<file path="src/rtl/win_ctrl_if.sv">
// VGA timing bundle shared along the display pipeline.
// Carries counters, syncs and blanking flags between stages.
interface vga_if;
  logic [10:0] hcount;
  logic [10:0] vcount;
  logic        hsync;
  logic        vsync;
  logic        hblnk;
  logic        vblnk;

  modport in (
    input hcount, vcount,
    input hsync, vsync,
    input hblnk, vblnk
  );

  modport out (
    output hcount, vcount,
    output hsync, vsync,
    output hblnk, vblnk
  );
endinterface

</file>
<file path="src/rtl/win_ctrl.sv">
// Game-result controller: turns king-capture pulses into
// frame-aligned win levels and a game_over freeze flag.
module win_ctrl #(
  parameter int MIN_FRAMES = 60
) (
  input  logic clk,
  input  logic rst,
  vga_if.in    vga_in,
  input  logic white_king_taken,
  input  logic black_king_taken,
  input  logic new_game,
  output logic white_win,
  output logic black_win,
  output logic game_over
);

  typedef enum logic [2:0] {
    PLAY,
    PEND_W,
    PEND_B,
    SHOW_W,
    SHOW_B,
    CLEAR
  } state_t;

  localparam logic [7:0] LP_MIN = 8'(MIN_FRAMES);

  state_t     r_state;
  state_t     w_nxt;
  logic       r_vblnk_d;
  logic [7:0] r_frame_cnt;
  logic       w_tick;
  logic       w_cnt_full;
  logic       w_pend;
  logic       w_show;

  assign w_tick     = vga_in.vblnk & ~r_vblnk_d;
  assign w_cnt_full = (r_frame_cnt == LP_MIN);
  assign w_pend     = (r_state == PEND_W) |
                      (r_state == PEND_B);
  assign w_show     = (r_state == SHOW_W) |
                      (r_state == SHOW_B);

  always_comb begin
    w_nxt = r_state;
    unique case (r_state)
      PLAY: begin
        // black king taken means white won; it wins ties
        if (black_king_taken)
          w_nxt = PEND_W;
        else if (white_king_taken)
          w_nxt = PEND_B;
      end
      PEND_W: if (w_tick) w_nxt = SHOW_W;
      PEND_B: if (w_tick) w_nxt = SHOW_B;
      SHOW_W,
      SHOW_B: begin
        if (new_game && w_cnt_full)
          w_nxt = CLEAR;
      end
      CLEAR:  if (w_tick) w_nxt = PLAY;
      default: w_nxt = PLAY;
    endcase
  end

  always_ff @(posedge clk) begin
    if (rst) begin
      r_state     <= PLAY;
      r_vblnk_d   <= 1'b0;
      r_frame_cnt <= 8'd0;
      white_win   <= 1'b0;
      black_win   <= 1'b0;
      game_over   <= 1'b0;
    end else begin
      r_state   <= w_nxt;
      r_vblnk_d <= vga_in.vblnk;
      white_win <= (w_nxt == SHOW_W);
      black_win <= (w_nxt == SHOW_B);
      game_over <= (w_nxt != PLAY);
      if (w_pend && w_tick)
        r_frame_cnt <= 8'd0;
      else if (w_show && w_tick && !w_cnt_full)
        r_frame_cnt <= r_frame_cnt + 8'd1;
    end
  end

endmodule

</file>
<file path="src/flat_wrapper.sv">
// flat-port wrapper written by rule: the top's interface ports become plain ports
module win_ctrl_flat 
#(
  parameter int MIN_FRAMES = 60
)
  (clk, rst, white_king_taken, black_king_taken, new_game, white_win, black_win, game_over, vga_in_hcount, vga_in_vcount, vga_in_hsync, vga_in_vsync, vga_in_hblnk, vga_in_vblnk);
  vga_if vga_in_i ();
  input  logic clk;
  input  logic rst;
  input  logic white_king_taken;
  input  logic black_king_taken;
  input  logic new_game;
  output logic white_win;
  output logic black_win;
  output logic game_over;
  input wire logic [$bits(vga_in_i.hcount)-1:0] vga_in_hcount;
  input wire logic [$bits(vga_in_i.vcount)-1:0] vga_in_vcount;
  input wire logic [$bits(vga_in_i.hsync)-1:0] vga_in_hsync;
  input wire logic [$bits(vga_in_i.vsync)-1:0] vga_in_vsync;
  input wire logic [$bits(vga_in_i.hblnk)-1:0] vga_in_hblnk;
  input wire logic [$bits(vga_in_i.vblnk)-1:0] vga_in_vblnk;
  assign vga_in_i.hcount = vga_in_hcount;
  assign vga_in_i.vcount = vga_in_vcount;
  assign vga_in_i.hsync = vga_in_hsync;
  assign vga_in_i.vsync = vga_in_vsync;
  assign vga_in_i.hblnk = vga_in_hblnk;
  assign vga_in_i.vblnk = vga_in_vblnk;
  win_ctrl #(.MIN_FRAMES(MIN_FRAMES)) u_core (.clk(clk), .rst(rst), .vga_in(vga_in_i), .white_king_taken(white_king_taken), .black_king_taken(black_king_taken), .new_game(new_game), .white_win(white_win), .black_win(black_win), .game_over(game_over));
endmodule
</file>
<file path="config.mk">
export PLATFORM = sky130hd
export DESIGN_NAME = win_ctrl_flat
export DESIGN_NICKNAME = d
export VERILOG_FILES = /design/src/rtl/win_ctrl_if.sv /design/src/rtl/win_ctrl.sv /design/src/flat_wrapper.sv
export SDC_FILE = /design/constraint.sdc
export NUM_CORES = 1
export LEC_CHECK = 0
export ABC_AREA = 1
export CAP_MARGIN = 40
export CORE_ASPECT_RATIO = 1.5
export CORE_MARGIN = 2
export CORE_UTILIZATION = 38
export CTS_CLUSTER_SIZE = 10
export DETAILED_ROUTE_END_ITERATION = 8
export HOLD_SLACK_MARGIN = 0.08
export PLACE_DENSITY = 0.78
export RECOVER_POWER = 100
export SLEW_MARGIN = 25
export SYNTH_ARGS = -nofsm -noshare
export SYNTH_HDL_FRONTEND = slang
export SYNTH_SLANG_ARGS = --single-unit
</file>
<file path="constraint.sdc">
create_clock -name clk -period 1.3 [get_ports clk]
set_clock_uncertainty 0.15 [all_clocks]
set_input_delay 0.26 -clock clk [delete_from_list [all_inputs] [get_ports clk]]
set_output_delay 0.26 -clock clk [all_outputs]
set_load 0.02 [all_outputs]
</file>
==> results of run 1 <==
==> report_power, final <==
part           total (uW)  leakage [uW]  switching (uW)  internal, uW
sequential            533      0.000127            34.3           499
clock                 277     0.0000177             162           115
combinational         444      0.000495             269           175
==> path summary, 6_finish.rpt <==
kind,from,to,slack [ns],cells after the start
max,u_core.r_frame_cnt[2]$_SDFFE_PP0P_,u_core.black_win$_SDFF_PP0_,-0.10,8
min reg2reg,u_core.r_frame_cnt[4]$_SDFFE_PP0P_,u_core.r_frame_cnt[4]$_SDFFE_PP0P_,0.45,3
min,vga_in_vblnk,u_core.r_vblnk_d$_SDFF_PP0_,0.21,3
max reg2reg,u_core.r_frame_cnt[2]$_SDFFE_PP0P_,u_core.black_win$_SDFF_PP0_,-0.10,8
==> Yosys cell counts <==
cell       n  area, um2
nand2_1   44      165.2
inv_1     21      78.83
nor2_1    18      67.56
dfxtp_1   15      300.3
a21oi_1    9      45.04
nand3_1    9      45.04
ha_1       2      25.02
nand2_2    2      12.51
nor2_4     2      22.52
xnor2_1    2      17.52
xor2_1     2      17.52
buf_6      1      11.26
inv_2      1      3.750
inv_4      1      6.260
nand2_4    1      11.26
nand4_1    1      6.260
nor2_8     1      20.02
o21ai_0    1      5.000
o21ai_2    1      8.760
o21bai_1   1      7.510
==> per-layer routing <==
metal	global-route usage (%)	vias to the layer above	wire length, um
li1	-	472	-
met1	16.61	475	896
met2	31.90	27	1588
met3	3.468	14	68
met4	10.61	0	119
met5	0	-	0
==> state kept, by name, indices dropped and copies added, names as in the netlist <==
| signal | count |
|---|---|
| u_core.r_state | 3 |
| u_core.r_vblnk_d | 1 |
| u_core.r_frame_cnt | 8 |
| u_core.white_win | 1 |
| u_core.black_win | 1 |
| u_core.game_over | 1 |
==> what timing repair did <==
action,4_1_cts,5_1_grt
setup endpoints to repair,17,17
gates cloned,1,0
buffers inserted,2,4
resized for setup,31,53
pin swaps,9,24
==> final cells by class <==
cell class	instances	area (um2)
fill	181	863.3
multi-input combinational	97	658.1
sequential	15	319.1
timing repair buffer	27	214.0
inverter	23	96.34
tap	23	28.78
clock buffer	3	22.52
clock inverter	1	5.005
==> cells by family after synthesis <==
logic type | count (synthesis)
compound gates | 12
xor+xnor | 4
fa+ha+maj | 2
buf+inv | 24
flops | 15
simple gates | 78
==> metrics by stage <==
step	TNS [ns]	setup slack, ns	hold WS, ns	cells	util, %
after CTS	-0.5605	-0.06937	0.2142	185	53.85
after floorplan	-0.05503	-0.008585	0.1812	135	-
final	-1.090	-0.1037	0.2078	189	60.88
after detailed placement	-5.466	-0.4194	0.4429	178	48.98
after global routing	-1.996	-0.2050	0.2158	189	60.88
after global placement	-4.752	-0.3649	0.4347	178	48.98
==> worst register-to-register path, stage by stage (launching register included) <==
cell and delay, ns:
dfxtp_2 0.35, nand2_1 0.09, inv_2 0.08, nand2_2 0.07, nor2_4 0.20, nand3_2 0.11, nand2_1 0.12, nand2_2 0.08
nor2_1 0.11
==> out/metrics.cfg, run 1 <==
[outcome]
status=finished with violations
violations=negative setup slack

[clock_tree]
root_buffer=clkbuf_4
cts_tree=built
cts-htree-levels=1
cts_sinks=15
cts_hold_buf=0
cts_buffers=3
clockBufferDepth=2
clk_pin_slew_ns=0.09
clk_latency_ns=0.30

[drt]
drc=0
wl_per_cell_um=14.14
antenna_left=0
vias=988
first_pass_iters=4
wl_mm=2.673
vias_per_cell=5.228
initialDrtViolationCount=15

[grt]
grt_pass1_wl_mm=3.650
track_usage_pct=17.36
grt_pass1_vias=973
antenna_found_initial=0
overflow=0
grt_start_max_net_pins=10

[floorplan]
rows=21
coreArea_um2=2207
fp.dieH_um=62.84
pin_count=34
die_x_um=43.23
start_util_pct=39.74
die-area_um2=2716

[yosys]
yosysWarnings=0
postSynthCellCount=135
synth.area.mux_share_pct=0
synth_nets=168
synth_top_family_by_area=simple AND/OR/NAND/NOR gates
ys_ff_latch=15
synth_area_um2=877.1
synth-compound-area-share_pct=7.561
synth-simple-area-share_pct=39.94
netlist-cell-type-count=20
ys_seq_area_share_pct=34.24
avgSynthCellArea_um2=6.497
synth_xor_area_share_pct=3.994
synth-adder-area-share_pct=2.853

[flow_run]
drv_cap=0

[worst_setup_path]
crit_fanout=3
cp_cell_sequence=nand2_1 > inv_2 > nand2_2 > nor2_4 > nand3_2 > nand2_1 > nand2_2 > nor2_1
crit_path_top_delay_cell=dfxtp_2
cp_top_family=simple AND/OR/NAND/NOR gates
arrival_ns=1.49
slowest_delay_ns=0.35
endpoint_kind=flop
cp-start-kind=flop
path_class=reg -> reg
crit_buf_inv=1
cp.required_ns=1.39

[timing]
finalSetupViolCount=14
min_period_ns=1.404
report.final.slew_viol_count=0
slew_headroom_pct=86.62
finalWorstSetupSlack_ns=-0.1037
final-hold-violation-count=0
period_share_pct=108.0
max_slew.worst_pin.slew_ns=0.2003
max_freq_ghz=0.7124
grt_setup_unrepaired=true

[layout]
finalNetCount=200
n_antenna_cell=0
drive_gt1_share_pct=56.63
final_area_um2=1344
area_delta_synth_final_pct=53.21
final_common_cell=nand2_1
final_cell_mix=nand2_1, buf_4, nand2_2, inv_1, nor2_1

[placement]
gp_congestion=0.8847
port_buffers=8
placed_area_um2=1081
hpwl_mm=1.493

[pwr]
p_total_uw=1254
leakagePower_uw=0.0006397
powerDensity_nw_per_um2=933.2
ir_drop_uv=528.3

[hold_path]
min_path_type=in -> reg

Power figures use the tool's default switching activity.
==> run 2: changes to the inputs <==
CELL_PAD_IN_SITES_DETAIL_PLACEMENT = 0   (was not set)
CELL_PAD_IN_SITES_GLOBAL_PLACEMENT = 1   (was not set)
CORE_UTILIZATION = 26   (was 38)
PLACE_DENSITY = 0.79   (was 0.78)
==> out/metrics.cfg, run 2 (synthesis gave the netlist of run 1 again) <==
[grt]
track_usage_pct=12.08  ; was 17.36%
grt_start_max_net_pins=10  ; unchanged
grt_pass1_vias=841  ; was 973
antenna_found_initial=0  ; unchanged
grt_pass1_wl_mm=3.505  ; was 3.650 mm
met2_usage_pct=23.22  ; was 31.90%
grt_util_met1_pct=12.76  ; was 16.61%
busiest_layer=met2  ; unchanged
met3_usage_pct=1.786  ; was 3.468%
overflow=0  ; unchanged

[worst_setup_path]
timing.rr.end=u_core.r_frame_cnt[0]$_SDFFE_PP0P_  ; was u_core.black_win$_SDFF_PP0_
reg2reg_depth=7  ; was 8
crit_fanout=8  ; was 3
cp.required_ns=1.28  ; was 1.39 ns
cp-start-kind=flop  ; unchanged
arrival_ns=1.38  ; was 1.49 ns
reg2reg_slack_ns=-0.11  ; was -0.10 ns
regToRegStartpoint=u_core.r_state[2]$_SDFF_PP0_  ; was u_core.r_frame_cnt[2]$_SDFFE_PP0P_
endpoint_kind=flop  ; unchanged
path_class=reg -> reg  ; unchanged

[layout]
drive_gt1_share_pct=33.13  ; was 56.63%
largest_reg_flops=8  ; unchanged
fill_cells=346  ; was 181
reg_top3=u_core.r_frame_cnt: 8 flops, u_core.r_state: 3 flops  ; unchanged
area_delta_synth_final_pct=41.94  ; was 53.21%
n_antenna_cell=0  ; unchanged
final_cell_mix=nand2_1, inv_1, nor2_1, buf_4, nand2_2  ; was nand2_1, buf_4, nand2_2, inv_1, nor2_1
final_common_cell=nand2_1  ; unchanged
layoutNonFillerInstCount=203  ; was 189
finalNetCount=197  ; was 200
ff_latch_area_um2=309.0  ; was 319.1 um2
multi_input_area_um2=558.0  ; was 658.1 um2
final_area_um2=1245  ; was 1344 um2
top_register=u_core.r_frame_cnt  ; unchanged

[placement]
gp_congestion=0.7761  ; was 0.8847
dp_cells=197  ; was 178
placed_area_um2=1117  ; was 1081 um2
hpwl_mm=1.467  ; was 1.493 mm
port_buffers=8  ; unchanged

[pwr]
powerDensity_nw_per_um2=1008  ; was 933.2 nW/um2
power_frac_clock_pct=29.7  ; was 22.1%
leakagePower_uw=0.0005998  ; was 0.0006397 uW
p_seq_share_pct=41.9  ; was 42.5%
p_switching_uw=401.4  ; was 465.2 uW
p_int_uw=854.0  ; was 788.8 uW
power_frac_comb_pct=28.3  ; was 35.4%
ir_drop_uv=796.1  ; was 528.3 uV
swShare_pct=31.97  ; was 37.10%

[floorplan]
coreArea_um2=3191  ; was 2207 um2
start_util_pct=27.49  ; was 39.74%
fp.dieH_um=75.14  ; was 62.84 um
pin_count=34  ; unchanged
die_x_um=51.43  ; was 43.23 um
die-area_um2=3864  ; was 2716 um2
rows=25  ; was 21

[outcome]
violations=negative setup slack  ; unchanged
status=finished with violations  ; unchanged

[drt]
first_pass_iters=2  ; was 4
vias_per_cell=4.236  ; was 5.228
initialDrtViolationCount=10  ; was 15
antenna_left=0  ; unchanged
vias=860  ; was 988
drc=0  ; unchanged
wl_mm=2.015  ; was 2.673 mm
wl_per_cell_um=9.926  ; was 14.14 um

[timing]
min_period_ns=1.406  ; was 1.404 ns
finalWorstSetupSlack_ns=-0.1058  ; was -0.1037 ns
max_slew.worst_pin.slew_ns=0.2509  ; was 0.2003 ns
grt_setup_unrepaired=true  ; unchanged
slew_headroom_pct=83.35  ; was 86.62%
max_freq_ghz=0.7113  ; was 0.7124 GHz
report.final.slew_viol_count=0  ; unchanged
period_share_pct=108.1  ; was 108.0%
final-hold-violation-count=0  ; unchanged
finalSetupViolCount=13  ; was 14

[clock_tree]
cts_sinks=15  ; unchanged
clk_latency_ns=0.24  ; was 0.30 ns
cts_buffers=3  ; unchanged
cts_hold_buf=0  ; unchanged
clockBufferDepth=2  ; unchanged
cts_tree=built  ; unchanged
root_buffer=clkbuf_8  ; was clkbuf_4
cts-htree-levels=1  ; unchanged
clk_pin_slew_ns=0.06  ; was 0.09 ns

[hold_path]
holdPathStages=3  ; unchanged
min_path_type=in -> reg  ; unchanged
hold_start=vga_in_vblnk  ; unchanged
whs_endpoint=u_core.r_vblnk_d$_SDFF_PP0_  ; unchanged

[flow_run]
drv_cap=0  ; unchanged

-- run 2: changes by cell type in the layout (fill, tap and decap cells not counted), moves of 6 or more --
cell	before	now
nand2_4	8	2
nor2_2	8	1
nand2_1	26	34
inv_1	12	19
inv_2	9	3
nor2_1	10	16
-- run 2: worst max-delay path by stage --
stage	start	end	cells after the start
finish	u_core.r_state[2]$_SDFF_PP0_	u_core.r_frame_cnt[0]$_SDFFE_PP0P_	7
CTS	u_core.r_state[1]$_SDFF_PP0_	u_core.r_frame_cnt[5]$_SDFFE_PP0P_	9
global placement	vga_in_vblnk	u_core.r_frame_cnt[4]$_SDFFE_PP0P_	8
floorplan	u_core.r_state[1]$_SDFF_PP0_	u_core.r_frame_cnt[0]$_SDFFE_PP0P_	9
global route	u_core.r_state[2]$_SDFF_PP0_	u_core.r_frame_cnt[0]$_SDFFE_PP0P_	7
detailed placement	vga_in_vblnk	u_core.r_frame_cnt[1]$_SDFFE_PP0P_	8
-- run 2: final cells by class --
cell class,instances,area share (%)
clock buffers,3,3.317
clock inverters,1,0.4020
inverters,23,7.337
multi-input cells,97,44.82
flip-flops and latches,15,24.82
well taps,40,4.020
repair buffers,24,15.28
-- run 2: critical path, cell delays in order (launching register included) --
cell,delay [ns]
dfxtp_2,0.34
inv_1,0.10
buf_4,0.13
nand3_1,0.07
nor2_1,0.19
nor2_1,0.08
nand2_2,0.16
a21oi_1,0.06
-- run 2: metal layers --
metal / wire, um / part of all wire [%]
met3: 35 / 1.7
met1: 836 / 41
met2: 1122 / 56
met4: 21 / 1.0
met5: 0 / 0
-- run 2: power groups by stage --
stage / Combinational (uW) / Clock [uW] / Sequential (uW)
floorplan: 197 / 0 / 544
global placement: 326 / 0 / 529
detailed placement: 326 / 0 / 530
CTS: 342 / 390 / 524
global route: 399 / 413 / 531
finish: 356 / 373 / 526
-- run 2: what timing repair did --
| action | CTS | global route |
|---|---|---|
| hold endpoints to repair | 0 | 0 |
| setup endpoints to repair | 17 | 17 |
| setup buffers | 1 | 0 |
| gates resized for setup | 22 | 13 |
| gates cloned | 1 | 0 |
| pin swaps | 10 | 3 |
-- run 2: metrics by stage --
step | TNS [ns] | utilization (%) | power (uW) | hold WS, ns | worst slack, ns
after floorplan | -0.05503 | - | 741.2 | 0.1812 | -0.008585
after global placement | -5.029 | 35.02 | 854.6 | 0.4320 | -0.3884
after detailed placement | -5.193 | 35.02 | 856.3 | 0.4411 | -0.4143
after CTS | -0.9727 | 38.59 | 1256 | 0.2281 | -0.1049
after global routing | -2.391 | 39.02 | 1342 | 0.2447 | -0.2187
final | -1.056 | 39.02 | 1255 | 0.2327 | -0.1058
